<file path="src/rtl/seq_shifter_if.sv">
// Handshake and data bundle for seq_shifter: request side (start, mode, a, b)
// and result side (y, zero, busy, done).
interface seq_shifter_if #(
  parameter int WIDTH = 4
) ();

  logic             start;
  logic [1:0]       mode;
  logic [WIDTH-1:0] a;
  logic [WIDTH-1:0] b;
  logic [WIDTH-1:0] y;
  logic             zero;
  logic             busy;
  logic             done;

  // Requester: issues operations and observes results.
  modport master (
    output start, mode, a, b,
    input  y, zero, busy, done
  );

  // Shifter: accepts operations and returns results.
  modport slave (
    input  start, mode, a, b,
    output y, zero, busy, done
  );

endinterface

</file>
<file path="src/rtl/seq_shifter.sv">
// Sequential barrel-less shifter: performs LSR/LSL/ASR/ROR one bit per clock.
// IDLE accepts a request, SHIFT walks the work register down a counter of
// effective shift steps, DONE publishes the result with a one-cycle pulse.
module seq_shifter #(
  parameter int WIDTH = 4
) (
  input  logic          clk,
  input  logic          rst,
  seq_shifter_if.slave  bus
);

  localparam int CW = $clog2(WIDTH + 1);

  typedef enum logic [1:0] {
    IDLE  = 2'd0,
    SHIFT = 2'd1,
    DONE  = 2'd2
  } state_t;

  typedef enum logic [1:0] {
    MODE_LSR = 2'b00,
    MODE_LSL = 2'b01,
    MODE_ASR = 2'b10,
    MODE_ROR = 2'b11
  } mode_t;

  state_t           state;
  state_t           state_next;
  mode_t            mode_q;
  logic [WIDTH-1:0] work;
  logic [WIDTH-1:0] work_step;
  logic [WIDTH-1:0] y_q;
  logic             zero_q;
  logic [CW-1:0]    count;
  logic [CW-1:0]    eff_amt;
  logic [31:0]      b_ext;
  logic             busy_c;
  logic             done_c;

  // State register.
  always_ff @(posedge clk) begin
    // NOTE: registers take non-blocking assignments so every flop samples
    // pre-edge values; blocking here would create order-dependent races.
    if (rst) state <= IDLE;
    else     state <= state_next;
  end

  // Next-state decode and status outputs.
  always_comb begin
    // NOTE: every output of a combinational block gets a default first, so
    // no path through the case leaves a value unassigned and infers a latch.
    state_next = state;
    busy_c     = 1'b0;
    done_c     = 1'b0;
    unique case (state)
      IDLE:  if (bus.start) state_next = SHIFT;
      SHIFT: begin
        busy_c = 1'b1;
        if (count == '0) state_next = DONE;
      end
      DONE:  begin
        busy_c     = 1'b1;
        done_c     = 1'b1;
        state_next = IDLE;
      end
      default: state_next = IDLE;
    endcase
  end

  // Effective step count: saturate at WIDTH for shifts, wrap for rotate, so
  // the counter always fits in CW bits and only ever counts down to zero.
  always_comb begin
    b_ext = 32'(bus.b);
    if (bus.mode == MODE_ROR)  eff_amt = CW'(b_ext % WIDTH);
    else if (b_ext >= WIDTH)   eff_amt = CW'(WIDTH);
    else                       eff_amt = CW'(b_ext);
  end

  // One-bit step of the work register for the latched mode.
  always_comb begin
    work_step = work;
    unique case (mode_q)
      MODE_LSR: work_step = {1'b0, work[WIDTH-1:1]};
      MODE_LSL: work_step = {work[WIDTH-2:0], 1'b0};
      MODE_ASR: work_step = {work[WIDTH-1], work[WIDTH-1:1]};
      MODE_ROR: work_step = {work[0], work[WIDTH-1:1]};
      default:  work_step = work;
    endcase
  end

  // Datapath: load on accept, step while counting, publish on completion.
  always_ff @(posedge clk) begin
    if (rst) begin
      work   <= '0;
      count  <= '0;
      mode_q <= MODE_LSR;
      y_q    <= '0;
      zero_q <= 1'b1;
    end else begin
      unique case (state)
        IDLE: begin
          if (bus.start) begin
            work   <= bus.a;
            mode_q <= mode_t'(bus.mode);
            count  <= eff_amt;
          end
        end
        SHIFT: begin
          if (count != '0) begin
            work  <= work_step;
            count <= count - CW'(1);
          end else begin
            y_q    <= work;
            zero_q <= (work == '0);
          end
        end
        default: ;
      endcase
    end
  end

  assign bus.y    = y_q;
  assign bus.zero = zero_q;
  assign bus.busy = busy_c;
  assign bus.done = done_c;

endmodule
</file>
<file path="src/flat_wrapper.sv">
// flat-port wrapper written by rule: the top's interface ports become plain ports
module seq_shifter_flat 
#(
  parameter int WIDTH = 4
)
  (clk, rst, bus_start, bus_mode, bus_a, bus_b, bus_y, bus_zero, bus_busy, bus_done);
  seq_shifter_if #(.WIDTH(WIDTH)) bus_i ();
  input  logic clk;
  input  logic rst;
  input wire logic [$bits(bus_i.start)-1:0] bus_start;
  input wire logic [$bits(bus_i.mode)-1:0] bus_mode;
  input wire logic [$bits(bus_i.a)-1:0] bus_a;
  input wire logic [$bits(bus_i.b)-1:0] bus_b;
  output wire logic [$bits(bus_i.y)-1:0] bus_y;
  output wire logic [$bits(bus_i.zero)-1:0] bus_zero;
  output wire logic [$bits(bus_i.busy)-1:0] bus_busy;
  output wire logic [$bits(bus_i.done)-1:0] bus_done;
  assign bus_i.start = bus_start;
  assign bus_i.mode = bus_mode;
  assign bus_i.a = bus_a;
  assign bus_i.b = bus_b;
  assign bus_y = bus_i.y;
  assign bus_zero = bus_i.zero;
  assign bus_busy = bus_i.busy;
  assign bus_done = bus_i.done;
  seq_shifter #(.WIDTH(WIDTH)) u_core (.clk(clk), .rst(rst), .bus(bus_i));
endmodule
</file>
<file path="config.mk">
export PLATFORM = sky130hd
export DESIGN_NAME = seq_shifter_flat
export DESIGN_NICKNAME = d
export VERILOG_FILES = /design/src/rtl/seq_shifter_if.sv /design/src/rtl/seq_shifter.sv /design/src/flat_wrapper.sv
export SDC_FILE = /design/constraint.sdc
export NUM_CORES = 1
export LEC_CHECK = 0
export CORE_MARGIN = 3
export CORE_UTILIZATION = 64
export CTS_CLUSTER_DIAMETER = 120
export DETAILED_ROUTE_END_ITERATION = 16
export DONT_BUFFER_PORTS = 1
export PLACE_DENSITY = 0.92
export SYNTH_ARGS = -nofsm -noshare
export SYNTH_HDL_FRONTEND = slang
export SYNTH_SLANG_ARGS = --single-unit
</file>
<file path="constraint.sdc">
create_clock -name clk -period 4.45 [get_ports clk]
set_input_delay 1.1125 -clock clk [delete_from_list [all_inputs] [get_ports clk]]
set_output_delay 1.1125 -clock clk [all_outputs]
set_load 0.005 [all_outputs]
</file>
# Word-level counts from Yosys, hierarchy flattened
# Index checks and enable logic that the tools add are counted.
# op_classes
multipliers	0
shift	0
order_cmp	1
reduce_logical	12
div	0
bitwise	1
muxes	14
eq_ne	10
add_sub_neg	1
# op_table
cell	n
case mux 4 bit (4 select lines)	1
two-way mux 3 bit	4
equality test 2 bit, second input constant	4
two-way mux 4 bit	2
case mux 4 bit (2 select lines)	1
case mux 3 bit (2 select lines)	1
AND reduction 2 bit	3
equality test 2 x 1 -> 1 bit, second input constant	2
>= comparator 4 x 3 -> 1 bit, second input constant	1
logical NOT 2 bit	2
logical NOT 4 bit	1
two-way mux 2 bit	2
inequality test 2 x 1 -> 1 bit, second input constant	2
inequality test 2 bit, second input constant	2
case mux 2 bit (2 select lines)	1
AND reduction 4 bit	1
logical NOT 3 bit	1
AND reduction 3 bit	1
nonzero test 3 bit	1
subtractor 3 x 1 -> 3 bit, second input constant	1
two-way mux 1 bit	2
nonzero test 2 bit	1
OR reduction 2 bit	1
inverter 1 bit	1
# totals
output_inout_bits	7
latchBits	0
word_cells	46
n_memories	0
ramBits	0
mem_bits_ro	0
regBits	16

# Depth between registers and ports, before layout
# Gate-level depths: netlist of run 1.
# logic_depth
depth_word	5
depth_mapped	7
ltp_nobuf	6

# Worst setup path before layout of run 1
# Ideal clock, no wire load.
# synth_timing
kind	input-to-reg
startpoint	in bus_start
endpoint	reg u_core.count[0]
slack_ns	2.520
n_path_buf	1
arrival_ns	1.845
setup_time_ns	0.086
cell_stages	5
cell_sequence	mux2i_1 nand2b_4 buf_6 a221oi_1 a211oi_1
# synth_between
elab_chain_len	2
# synth_rtl
item	line	source
from (decl)	flat_wrapper.sv:10	input wire logic [$bits(bus_i.start)-1:0] bus_start;
inequality test 2 bit (no source line)	--	
AND reduction 3 bit (no source line)	--	
to (signal assigned)	seq_shifter.sv:105	count <= eff_amt;
to (signal assigned)	seq_shifter.sv:111	count <= count - CW'(1);
to (decl)	seq_shifter.sv:34	logic [CW-1:0] count;
# No other way between the ends.
# A chain may end at the register's enable or synchronous reset.

# Final worst setup path of run 1
# layout_timing
startpoint	reg u_core.state[0]
endpoint	out bus_busy
# layout_between
elab_chain_len	3
# layout_rtl
item	line	source
from (decl)	seq_shifter.sv:27	state_t state;
from (signal assigned)	seq_shifter.sv:45	else state <= state_next;
equality test 2 bit / equality test 2 x 1 -> 1 bit (equally long branches)	seq_shifter.sv:55	unique case (state)
OR reduction 2 bit (no source line) *	--	
two-way mux 1 bit *	seq_shifter.sv:55	
to (decl)	flat_wrapper.sv:16	output wire logic [$bits(bus_i.busy)-1:0] bus_busy;
# Mark *: on every way between the ends. The rest lies on a longest branch, timed or not.

==> results.sh, run 1 <==
export IMPL_design_area_um2=891
export IMPL_dpl_instance_area_um2=855
export IMPL_worst_endpoint_arrival_ns=1.05
export IMPL_final_hold_viol_count=0
export IMPL_floorplan_die_area_um2=1810
export IMPL_dr_first_iter_drc_count=7
export IMPL_worstHoldPathCells=2
export IMPL_grt_first_pass_wirelength_mm=2.58
export IMPL_fp_row_count=12
export IMPL_netlist_area_um2=857
export IMPL_synth_edff_count=0
export IMPL_max_slew_worst_pin_slew_ns=0.496
export IMPL_timing_reg2reg_worst_path_depth=6
export IMPL_core_area_um2=1190
export IMPL_grt_start_max_net_pins=17
export IMPL_cts_sinks=16
export IMPL_postCtsResizedCells=0
export IMPL_dieWidth_um=42.6
export IMPL_floorplan_die_height_um=42.6
export IMPL_finalSetupViolCount=0
export IMPL_clk_path_buf_depth=2
export IMPL_totalWireLength_mm=1.57
export IMPL_critical_path_endpoint_type="output port"
export IMPL_yosys_cell_types_count=29
export IMPL_antenna_violations_before_repair=0
export IMPL_fin_tns_setup_ns=0
export IMPL_timing_max_slew_rel_slack_pct=66.9
export IMPL_layout_filler_cells=94
export IMPL_mappedNetlistNets=114
export IMPL_cts_reportedPaths_clkPinSlew_ns=0.09
export IMPL_max_freq_mhz=463
export IMPL_status="finished, final reports clean"
export IMPL_grt_util_all_layers_pct=19.0
export IMPL_timing_critical_path_from_type="flip-flop"
export IMPL_post_cts_hold_buffer_count=0
export IMPL_route_detailed_wl_per_inst_um=14.3
export IMPL_rsz0062_at_grt="no"
export IMPL_pin_count=20
export IMPL_drive_gt1_share_pct=9.38
export IMPL_timing_max_cap_violations=0
export IMPL_clock_latency_ns=0.29
export IMPL_first_global_vias=625
export IMPL_layout_worst_path_cycle_share_pct=48.5
export IMPL_areaGrowthSynthToFinish_pct=3.94
export IMPL_vdd_drop_max_mv=0.498
export IMPL_gate_count_post_synth=95
export IMPL_timing_max_transition_violations_final=0
export IMPL_leakage_uw=0.000395
export IMPL_grt_overflow=0
export IMPL_drt_vias_per_instance=6.08
export IMPL_root_buffer="sky130_fd_sc_hd__clkbuf_4"
export IMPL_cts_htree_levels=1
export IMPL_worstPathRequired_ns=3.34
export IMPL_hpwlAfterDp_mm=1.17
export IMPL_fraction_of_registers_with_async_set_or_reset_after_synthesis_pct=0
export IMPL_path_max_fanout=3
export IMPL_synth_flop_cell="sky130_fd_sc_hd__dfxtp_1"
export IMPL_floorplan_initialDensity_pct=72.3
export IMPL_worst_hold_path_type="reg2reg"
export IMPL_synthTopCellsByArea="sky130_fd_sc_hd__dfxtp_1 (37%), sky130_fd_sc_hd__mux2i_1 (9.3%), sky130_fd_sc_hd__ha_1 (8.8%)"
export IMPL_timing_worst_setup_path_type="reg2out"
export IMPL_clock_tree_from_tritoncts="yes"
export IMPL_power_density_nw_per_um2=712
export IMPL_post_route_drc_count=0
export IMPL_post_route_min_period_ns=2.16
export IMPL_finish_utilization_pct=75.1
export IMPL_yosys_warns=0
export IMPL_cts_buffer_count=3
export IMPL_route_vias_total=669
export IMPL_postSynthRegisterBits=16
export IMPL_routabilityCongestion=0.715
export IMPL_io_buffer_count=0
export IMPL_finalPower_uw=635
export IMPL_clock_skew_final_ns=0.00237
export IMPL_avgSynthCellArea_um2=9.02
export IMPL_detail_route_first_pass_iterations=4
export IMPL_synth_top_area_cell="sky130_fd_sc_hd__dfxtp_1"
export IMPL_num_nets_final=116
export IMPL_insertedDiodeCount=0
export IMPL_post_synth_top_area_fraction_pct=37.4
export IMPL_synth_yosys_seq_area_share_pct=37.4
export IMPL_postCtsSetupBuffers=0
export IMPL_drt_antenna_violating_nets=0
## cell usage after synthesis, types with 2 or more instances
master / n
sky130_fd_sc_hd__a221oi_1: 2
sky130_fd_sc_hd__mux2i_1: 8
sky130_fd_sc_hd__dfxtp_1: 16
sky130_fd_sc_hd__nand2_1: 6
sky130_fd_sc_hd__inv_1: 7
sky130_fd_sc_hd__nand3_1: 2
sky130_fd_sc_hd__ha_1: 6
sky130_fd_sc_hd__a21oi_2: 2
sky130_fd_sc_hd__a211oi_1: 4
sky130_fd_sc_hd__a21oi_1: 7
sky130_fd_sc_hd__nand2b_1: 2
sky130_fd_sc_hd__nor2_1: 13
sky130_fd_sc_hd__a211o_1: 4
## critical path, stage by stage, from the launching register on
cell and delay, ns:
sky130_fd_sc_hd__dfxtp_1 0.36, sky130_fd_sc_hd__inv_1 0.08, sky130_fd_sc_hd__ha_1 0.31
## layout make-up
cell class	count	area [µm²]	share of cell area, %
Clock buffer	4	36.3	4.07
Inverter	7	26.3	2.95
Multi-Input combinational cell	69	490	55.1
Sequential cell	16	320	36.0
Tap cell	14	17.5	1.97
## power by group
| group | leakage [µW] | switching [µW] | internal (µW) | total (µW) |
|---|---|---|---|---|
| clock network | 0.0000210 | 44.6 | 49.9 | 94.4 |
| registers | 0.000131 | 40.0 | 192 | 232 |
| logic | 0.000243 | 170 | 138 | 308 |
## placed cells by master, fill, tap and decap left out
cell / count
sky130_fd_sc_hd__a211oi_1: 4
sky130_fd_sc_hd__mux2i_1: 8
sky130_fd_sc_hd__o21ai_0: 1
sky130_fd_sc_hd__clkbuf_8: 1
sky130_fd_sc_hd__a21oi_2: 2
sky130_fd_sc_hd__nor2_1: 13
sky130_fd_sc_hd__a21oi_1: 7
sky130_fd_sc_hd__clkbuf_4: 3
sky130_fd_sc_hd__and3_1: 1
sky130_fd_sc_hd__nand3_1: 2
sky130_fd_sc_hd__nand3b_2: 1
sky130_fd_sc_hd__nor2b_1: 1
sky130_fd_sc_hd__nand2b_1: 2
sky130_fd_sc_hd__or4_1: 1
sky130_fd_sc_hd__nand2_1: 6
sky130_fd_sc_hd__a2bb2oi_1: 1
sky130_fd_sc_hd__a221oi_1: 2
sky130_fd_sc_hd__nand2b_4: 1
sky130_fd_sc_hd__or2b_1: 1
sky130_fd_sc_hd__dfxtp_1: 16
sky130_fd_sc_hd__ha_1: 6
sky130_fd_sc_hd__a211o_1: 4
sky130_fd_sc_hd__o21ba_2: 1
sky130_fd_sc_hd__inv_1: 7
sky130_fd_sc_hd__a31oi_1: 1
sky130_fd_sc_hd__a21boi_0: 1
sky130_fd_sc_hd__and2b_1: 1
sky130_fd_sc_hd__a311oi_1: 1
## path summary, 6_finish.rpt
check	start	end	slack, ns
setup / recovery	u_core.state[0]	bus_busy	2.29
hold / removal	u_core.count[2]	u_core.count[2]	0.50
setup reg to reg	u_core.state[1]	u_core.count[1]	2.56
hold reg to reg	u_core.count[2]	u_core.count[2]	0.50
## kinds of logic (layout without fill, tap and decap cells)
family | after synthesis | after routing | share of synthesized area, %
AOI/OAI and AO/OA | 25 | 25 | 21.2
adders and majority gates | 6 | 6 | 8.76
buffers and inverters | 10 | 11 | 5.40
DFF | 16 | 16 | 37.4
muxes | 8 | 8 | 9.34
and+or+nand+nor | 30 | 30 | 18.0
## layer usage
layer  share of wire, %  up-vias  track usage, %
li1                   -      339               -
met1                 43      300            21.8
met2                 46       24            29.5
met3                8.1        6            8.58
met4                2.5        0            9.32
met5                  0        -               0
## sequential cells by signal, indices dropped and copies added, names as in the netlist
signal and cells:
u_core.bus.y 4, u_core.work 4, u_core.count 3, u_core.mode_q 2
u_core.state 2, u_core.bus.zero 1
## metrics by stage
step	setup WS, ns	std cells	hold WS [ns]
after detailed placement	2.48	106	0.482
after floorplan	2.52	95	0.459
after CTS	2.27	110	0.498
final	2.29	110	0.502
after global routing	2.21	110	0.534
after global placement	2.50	106	0.468
No activity file was read; power rests on OpenSTA's default activity.
==> inputs of run 2 (changes only) <==
CORE_UTILIZATION = 59   (was 64)
PLACE_DENSITY = 0.87   (was 0.92)
clock period = 2.15 ns   (was 4.45 ns; I/O delays follow)
==> run 2 against run 1 <==
- final cell count is 0.91% higher
- global-route usage is 0.26 points higher
- wire length is 4.8% higher
- clock-buffer cell count is 1 lower
- via count is 1.5% lower
- sequential power is 110% higher
- core utilization is 8.7 points lower
- sequential share of layout area is 0.20 points higher
- sequential cell count stayed put
- die area is 7.3% higher
- total power is 100% higher
==> results.sh, run 2 (synthesis results as in run 1) <==
export IMPL_grt_overflow=0
export IMPL_post_route_min_period_ns=1.69
export IMPL_clock_latency_ns=0.29
export IMPL_worst_endpoint_arrival_ns=1.89
export IMPL_final_hold_viol_count=0
export IMPL_hpwlAfterDp_mm=1.26
export IMPL_timing_reg2reg_setup_slack_ns=0.46
export IMPL_timing_worst_setup_path_type="reg2reg"
export IMPL_floorplan_initialDensity_pct=64.3
export IMPL_worst_hold_path_type="in2reg"
export IMPL_grt_first_pass_wirelength_mm=2.82
export IMPL_max_freq_mhz=592
export IMPL_clock_tree_from_tritoncts="yes"
export IMPL_dr_first_iter_drc_count=5
export IMPL_num_nets_final=117
export IMPL_fp_row_count=13
export IMPL_status="finished, final reports clean"
export IMPL_drive_gt1_share_pct=9.38
export IMPL_floorplan_die_height_um=44.1
export IMPL_cts_sinks=16
export IMPL_timing_reg2reg_worst_path_depth=6
export IMPL_max_slew_worst_pin_slew_ns=0.316
export IMPL_pin_count=20
export IMPL_io_buffer_count=0
export IMPL_grt_start_max_net_pins=17
export IMPL_area_of_all_sequential_standard_cells_um2=320
export IMPL_timing_max_slew_rel_slack_pct=78.4
export IMPL_vdd_drop_max_mv=0.775
export IMPL_layout_filler_cells=110
export IMPL_worst_slack_after_detailed_placement_ns=0.487
export IMPL_cts_buffer_count=3
export IMPL_clock_skew_final_ns=0.00396
export IMPL_worstReg2RegEnd="u_core.count[1]"
export IMPL_drt_antenna_violating_nets=0
export IMPL_totalWireLength_mm=1.65
export IMPL_detail_route_first_pass_iterations=4
export IMPL_layout_commonest_cell="sky130_fd_sc_hd__dfxtp_1"
export IMPL_postCtsSetupBuffers=0
export IMPL_leakage_uw=0.000393
export IMPL_reg2reg_from="u_core.state[0]"
export IMPL_route_detailed_wl_per_inst_um=14.8
export IMPL_dieWidth_um=44.1
export IMPL_cts_htree_levels=1
export IMPL_route_vias_total=659
export IMPL_area_of_the_multi_input_gates_um2=490
export IMPL_timing_max_transition_violations_final=0
export IMPL_post_route_worst_setup_slack_ns=0.460
export IMPL_worstPathRequired_ns=2.35
export IMPL_timing_critical_path_from_type="flip-flop"
export IMPL_antenna_violations_before_repair=0
export IMPL_first_global_vias=644
export IMPL_drt_vias_per_instance=5.94
export IMPL_top_library_cells_by_usage_in_the_layout_fill_and_taps_aside="sky130_fd_sc_hd__dfxtp_1 (16), sky130_fd_sc_hd__nor2_1 (13), sky130_fd_sc_hd__mux2i_1 (8)"
export IMPL_worst_setup_path_startpoint="u_core.state[0]"
export IMPL_clk_path_buf_depth=2
export IMPL_cts_reportedPaths_clkPinSlew_ns=0.08
export IMPL_fin_tns_setup_ns=0
export IMPL_critical_path_max_stage_delay_ns=0.35
export IMPL_finalSetupViolCount=0
export IMPL_root_buffer="sky130_fd_sc_hd__clkbuf_4"
export IMPL_rsz0062_at_grt="no"
export IMPL_timing_max_cap_violations=0
export IMPL_post_route_drc_count=0
export IMPL_power_density_nw_per_um2=1460
export IMPL_areaGrowthSynthToFinish_pct=3.36
export IMPL_post_cts_hold_buffer_count=0
export IMPL_floorplan_die_area_um2=1950
export IMPL_timing_critical_path_cells="inv_1 > ha_1 > mux2i_1 > nand2b_4 > a221oi_1 > a211oi_1"
export IMPL_grt_util_all_layers_pct=19.2
export IMPL_core_area_um2=1330
export IMPL_routabilityCongestion=0.763
export IMPL_path_max_fanout=10
export IMPL_insertedDiodeCount=0
export IMPL_postCtsResizedCells=0
export IMPL_critical_path_endpoint="u_core.count[1]"
export IMPL_slowest_stage="sky130_fd_sc_hd__mux2i_1"
export IMPL_critical_path_endpoint_type="flip-flop"
export IMPL_layout_worst_path_cycle_share_pct=78.6
==> run 2: worst min path at each step <==
stage                                from               to  cells after the start
after global routing                  rst   u_core.work[1]                      1
after global placement    u_core.bus.zero  u_core.bus.zero                      1
after CTS                             rst   u_core.work[1]                      1
after floorplan           u_core.count[1]  u_core.count[1]                      2
after detailed placement  u_core.bus.zero  u_core.bus.zero                      1
final                                 rst   u_core.work[1]                      1
==> run 2: report_power, final <==
group	switching (µW)	internal [µW]
Clock	88.1	65.2
Combinational	367	296
Sequential	83.6	398
==> run 2: layout make-up <==
type | instances | share of cell area [%]
clock buffer | 3 | 2.54
timing repair buffer | 1 | 0.847
multi-input combinational | 69 | 55.4
sequential | 16 | 36.2
inverter | 7 | 2.97
tap | 15 | 2.12
==> run 2: critical path: cells and delay by family, from the launching register on <==
kind,cells,cell delay [ns]
adders and majority gates,1,0.25
buffers and inverters,1,0.10
AOI/OAI and AO/OA,2,0.30
and+or+nand+nor,1,0.26
DFF,1,0.34
muxes,1,0.35
==> run 2: metrics by stage <==
| stage | total power (µW) | cells | util [%] | hold slack (ns) | area (µm²) |
|---|---|---|---|---|---|
| floorplan | 1040 | 95 | - | 0.459 | 857 |
| global placement | 1110 | 108 | 64.7 | 0.477 | 863 |
| detailed placement | 1150 | 108 | 64.7 | 0.482 | 863 |
| CTS | 1300 | 111 | 66.4 | 0.291 | 886 |
| global route | 1420 | 111 | 66.4 | 0.284 | 886 |
| finish | 1300 | 111 | 66.4 | 0.299 | 886 |
==> run 2: layer usage <==
layer	GRT usage, %	up-vias	wire length [µm]
met5	0	-	0
met4	4.22	0	12
met3	7.32	3	116
met2	30.8	20	805
met1	24.6	297	712
li1	-	339	-
==> inputs of run 3 (changes only) <==
CORE_UTILIZATION = 53   (was 59)
PLACE_DENSITY = 0.83   (was 0.87)
clock period = 1.35 ns   (was 2.15 ns; I/O delays follow)
==> run 3 against run 2 <==
- the run now ends with setup timing left
- combinational power increased to 2.5 times the previous value
- sequential share of layout area is 6.4 points lower
- wire length is 27% higher
- worst setup slack worse by 0.57 ns
- critical path depth unchanged
- fmax grew 16%
- sequential cell count is the same
- critical endpoint is now u_core.work[2]
- highest routed layer unchanged
==> results.sh, run 3 (synthesis results as in run 1) <==
export IMPL_path_max_fanout=5
export IMPL_num_nets_final=127
export IMPL_rsz0062_at_grt="yes"
export IMPL_clock_latency_ns=0.29
export IMPL_status="finished with violations"
export IMPL_cts_htree_levels=1
export IMPL_worstHoldPathCells=1
export IMPL_drt_antenna_violating_nets=0
export IMPL_io_buffer_count=0
export IMPL_root_buffer="sky130_fd_sc_hd__clkbuf_4"
export IMPL_timing_critical_path_cells="inv_4 > ha_4 > mux2i_4 > nand2b_4 > a211o_1 > a21oi_2"
export IMPL_vdd_drop_max_mv=1.56
export IMPL_hp_start="rst"
export IMPL_drive_gt1_share_pct=33.6
export IMPL_post_route_worst_setup_slack_ns=-0.113
export IMPL_areaGrowthSynthToFinish_pct=27.4
export IMPL_worst_setup_path_startpoint="u_core.state[1]"
export IMPL_leakage_uw=0.000473
export IMPL_cts_buffer_count=3
export IMPL_post_route_min_period_ns=1.46
export IMPL_route_vias_total=758
export IMPL_reg2reg_from="u_core.state[1]"
export IMPL_worstReg2RegEnd="u_core.work[2]"
export IMPL_area_of_the_multi_input_gates_um2=606
export IMPL_worst_slack_after_detailed_placement_ns=-0.0750
export IMPL_core_area_um2=1400
export IMPL_critical_path_max_stage_delay_ns=0.38
export IMPL_floorplan_die_area_um2=2140
export IMPL_dr_first_iter_drc_count=14
export IMPL_routabilityCongestion=0.754
export IMPL_area_of_all_sequential_standard_cells_um2=325
export IMPL_finalSetupViolCount=8
export IMPL_max_slew_worst_pin_slew_ns=0.322
export IMPL_fin_worst_hold_slack_ns=0.0925
export IMPL_timing_reg2reg_worst_path_depth=6
export IMPL_crit_buf_inv=1
export IMPL_cts_reportedPaths_clkPinSlew_ns=0.09
export IMPL_max_freq_mhz=684
export IMPL_critical_path_endpoint_type="flip-flop"
export IMPL_antenna_violations_before_repair=0
export IMPL_fp_row_count=13
export IMPL_cts_sinks=16
export IMPL_layout_worst_path_cycle_share_pct=108
export IMPL_timing_reg2reg_setup_slack_ns=-0.11
export IMPL_grt_util_all_layers_pct=21.4
export IMPL_drt_vias_per_instance=6.21
export IMPL_hpwlAfterDp_mm=1.27
export IMPL_timing_worst_setup_path_type="reg2reg"
export IMPL_pin_count=20
export IMPL_finalPower_uw=2790
export IMPL_totalWireLength_mm=2.09
export IMPL_timing_max_transition_violations_final=0
export IMPL_floorplan_initialDensity_pct=61.3
export IMPL_layout_filler_cells=96
export IMPL_grt_start_max_net_pins=17
export IMPL_clk_path_buf_depth=2
export IMPL_timing_max_cap_violations=0
export IMPL_failing_checks="setup timing"
export IMPL_power_density_nw_per_um2=2550
export IMPL_hold_path_endpoint="u_core.work[1]"
export IMPL_timing_max_slew_rel_slack_pct=78.5
export IMPL_worstPathRequired_ns=1.58
export IMPL_route_detailed_wl_per_inst_um=17.2
export IMPL_layout_commonest_cell="sky130_fd_sc_hd__dfxtp_1"
export IMPL_post_cts_hold_buffer_count=0
export IMPL_insertedDiodeCount=0
export IMPL_clock_skew_final_ns=0.00591
export IMPL_clock_tree_from_tritoncts="yes"
export IMPL_slowest_stage="sky130_fd_sc_hd__dfxtp_2"
export IMPL_floorplan_die_height_um=46.2
export IMPL_path_delay_family="compound AO/OA/AOI/OAI gates"
export IMPL_detail_route_first_pass_iterations=4
export IMPL_first_global_vias=720
export IMPL_grt_first_pass_wirelength_mm=3.20
export IMPL_final_hold_viol_count=0
export IMPL_worst_endpoint_arrival_ns=1.69
export IMPL_post_route_drc_count=0
export IMPL_top_library_cells_by_usage_in_the_layout_fill_and_taps_aside="sky130_fd_sc_hd__dfxtp_1 (14), sky130_fd_sc_hd__nor2_1 (13), sky130_fd_sc_hd__buf_4 (10)"
export IMPL_grt_overflow=0
export IMPL_worst_hold_path_type="in2reg"
export IMPL_timing_critical_path_from_type="flip-flop"
export IMPL_dieWidth_um=46.2
run 3: cell types whose count changed in the layout (fill, tap and decap cells not counted), sizes merged:
cell / before / now
clkbuf: 3 / 4
buf: 1 / 10
nand2b: 3 / 4
run 3: area by class of cell:
type / count / share of cell area (%)
Clock buffer: 4 / 3.32
Sequential cell: 16 / 29.8
Inverter: 7 / 2.86
Timing Repair Buffer: 10 / 6.87
Multi-Input combinational cell: 70 / 55.4
Tap cell: 15 / 1.72
run 3: worst reg2reg max path, stage by stage (launching register included):
cell and delay [ns]:
sky130_fd_sc_hd__dfxtp_2 0.38, sky130_fd_sc_hd__inv_4 0.06, sky130_fd_sc_hd__ha_4 0.17, sky130_fd_sc_hd__mux2i_4 0.20, sky130_fd_sc_hd__nand2b_4 0.18, sky130_fd_sc_hd__a211o_1 0.27
sky130_fd_sc_hd__a21oi_2 0.15
run 3: worst max-delay path by stage:
stage / to / slack (ns) / depth (start not counted)
2_1_floorplan: u_core.work[1] / -0.04 / 7
3_3_place_gp: u_core.work[1] / 0.007 / 6
3_5_place_dp: u_core.work[0] / -0.07 / 6
4_1_cts: u_core.work[1] / -0.02 / 6
5_1_grt: u_core.work[3] / -0.14 / 6
6_report: u_core.work[2] / -0.11 / 6
run 3: metrics by stage:
stage | utilization, % | setup TNS [ns] | cell area [µm²] | std cells
global placement | 66.6 | 0 | 932 | 112
detailed placement | 66.6 | -0.297 | 932 | 112
finish | 78.1 | -0.380 | 1090 | 122
CTS | 75.0 | -0.119 | 1050 | 121
floorplan | - | -0.132 | 896 | 95
global route | 78.1 | -0.865 | 1090 | 122
run 3: power by group:
group / switching (µW) / internal (µW) / total, µW
logic: 830 / 835 / 1670
registers: 161 / 645 / 806
clock network: 151 / 164 / 316
total: 1140 / 1640 / 2790
run 3: per-layer routing:
metal,up-vias,global-route usage [%],share of wire (%)
li1,362,-,-
met1,361,26.7,42
met2,31,34.9,49
met3,4,6.64,7.7
met4,0,6.82,1.5
met5,-,0,0
run 3: what timing repair did:
item | 4_1_cts | 5_1_grt
gates cloned | 1 | 0
endpoints found under the setup margin | 10 | 15
pin swaps | 4 | 1
setup buffers | 4 | 1
resized for setup | 11 | 7
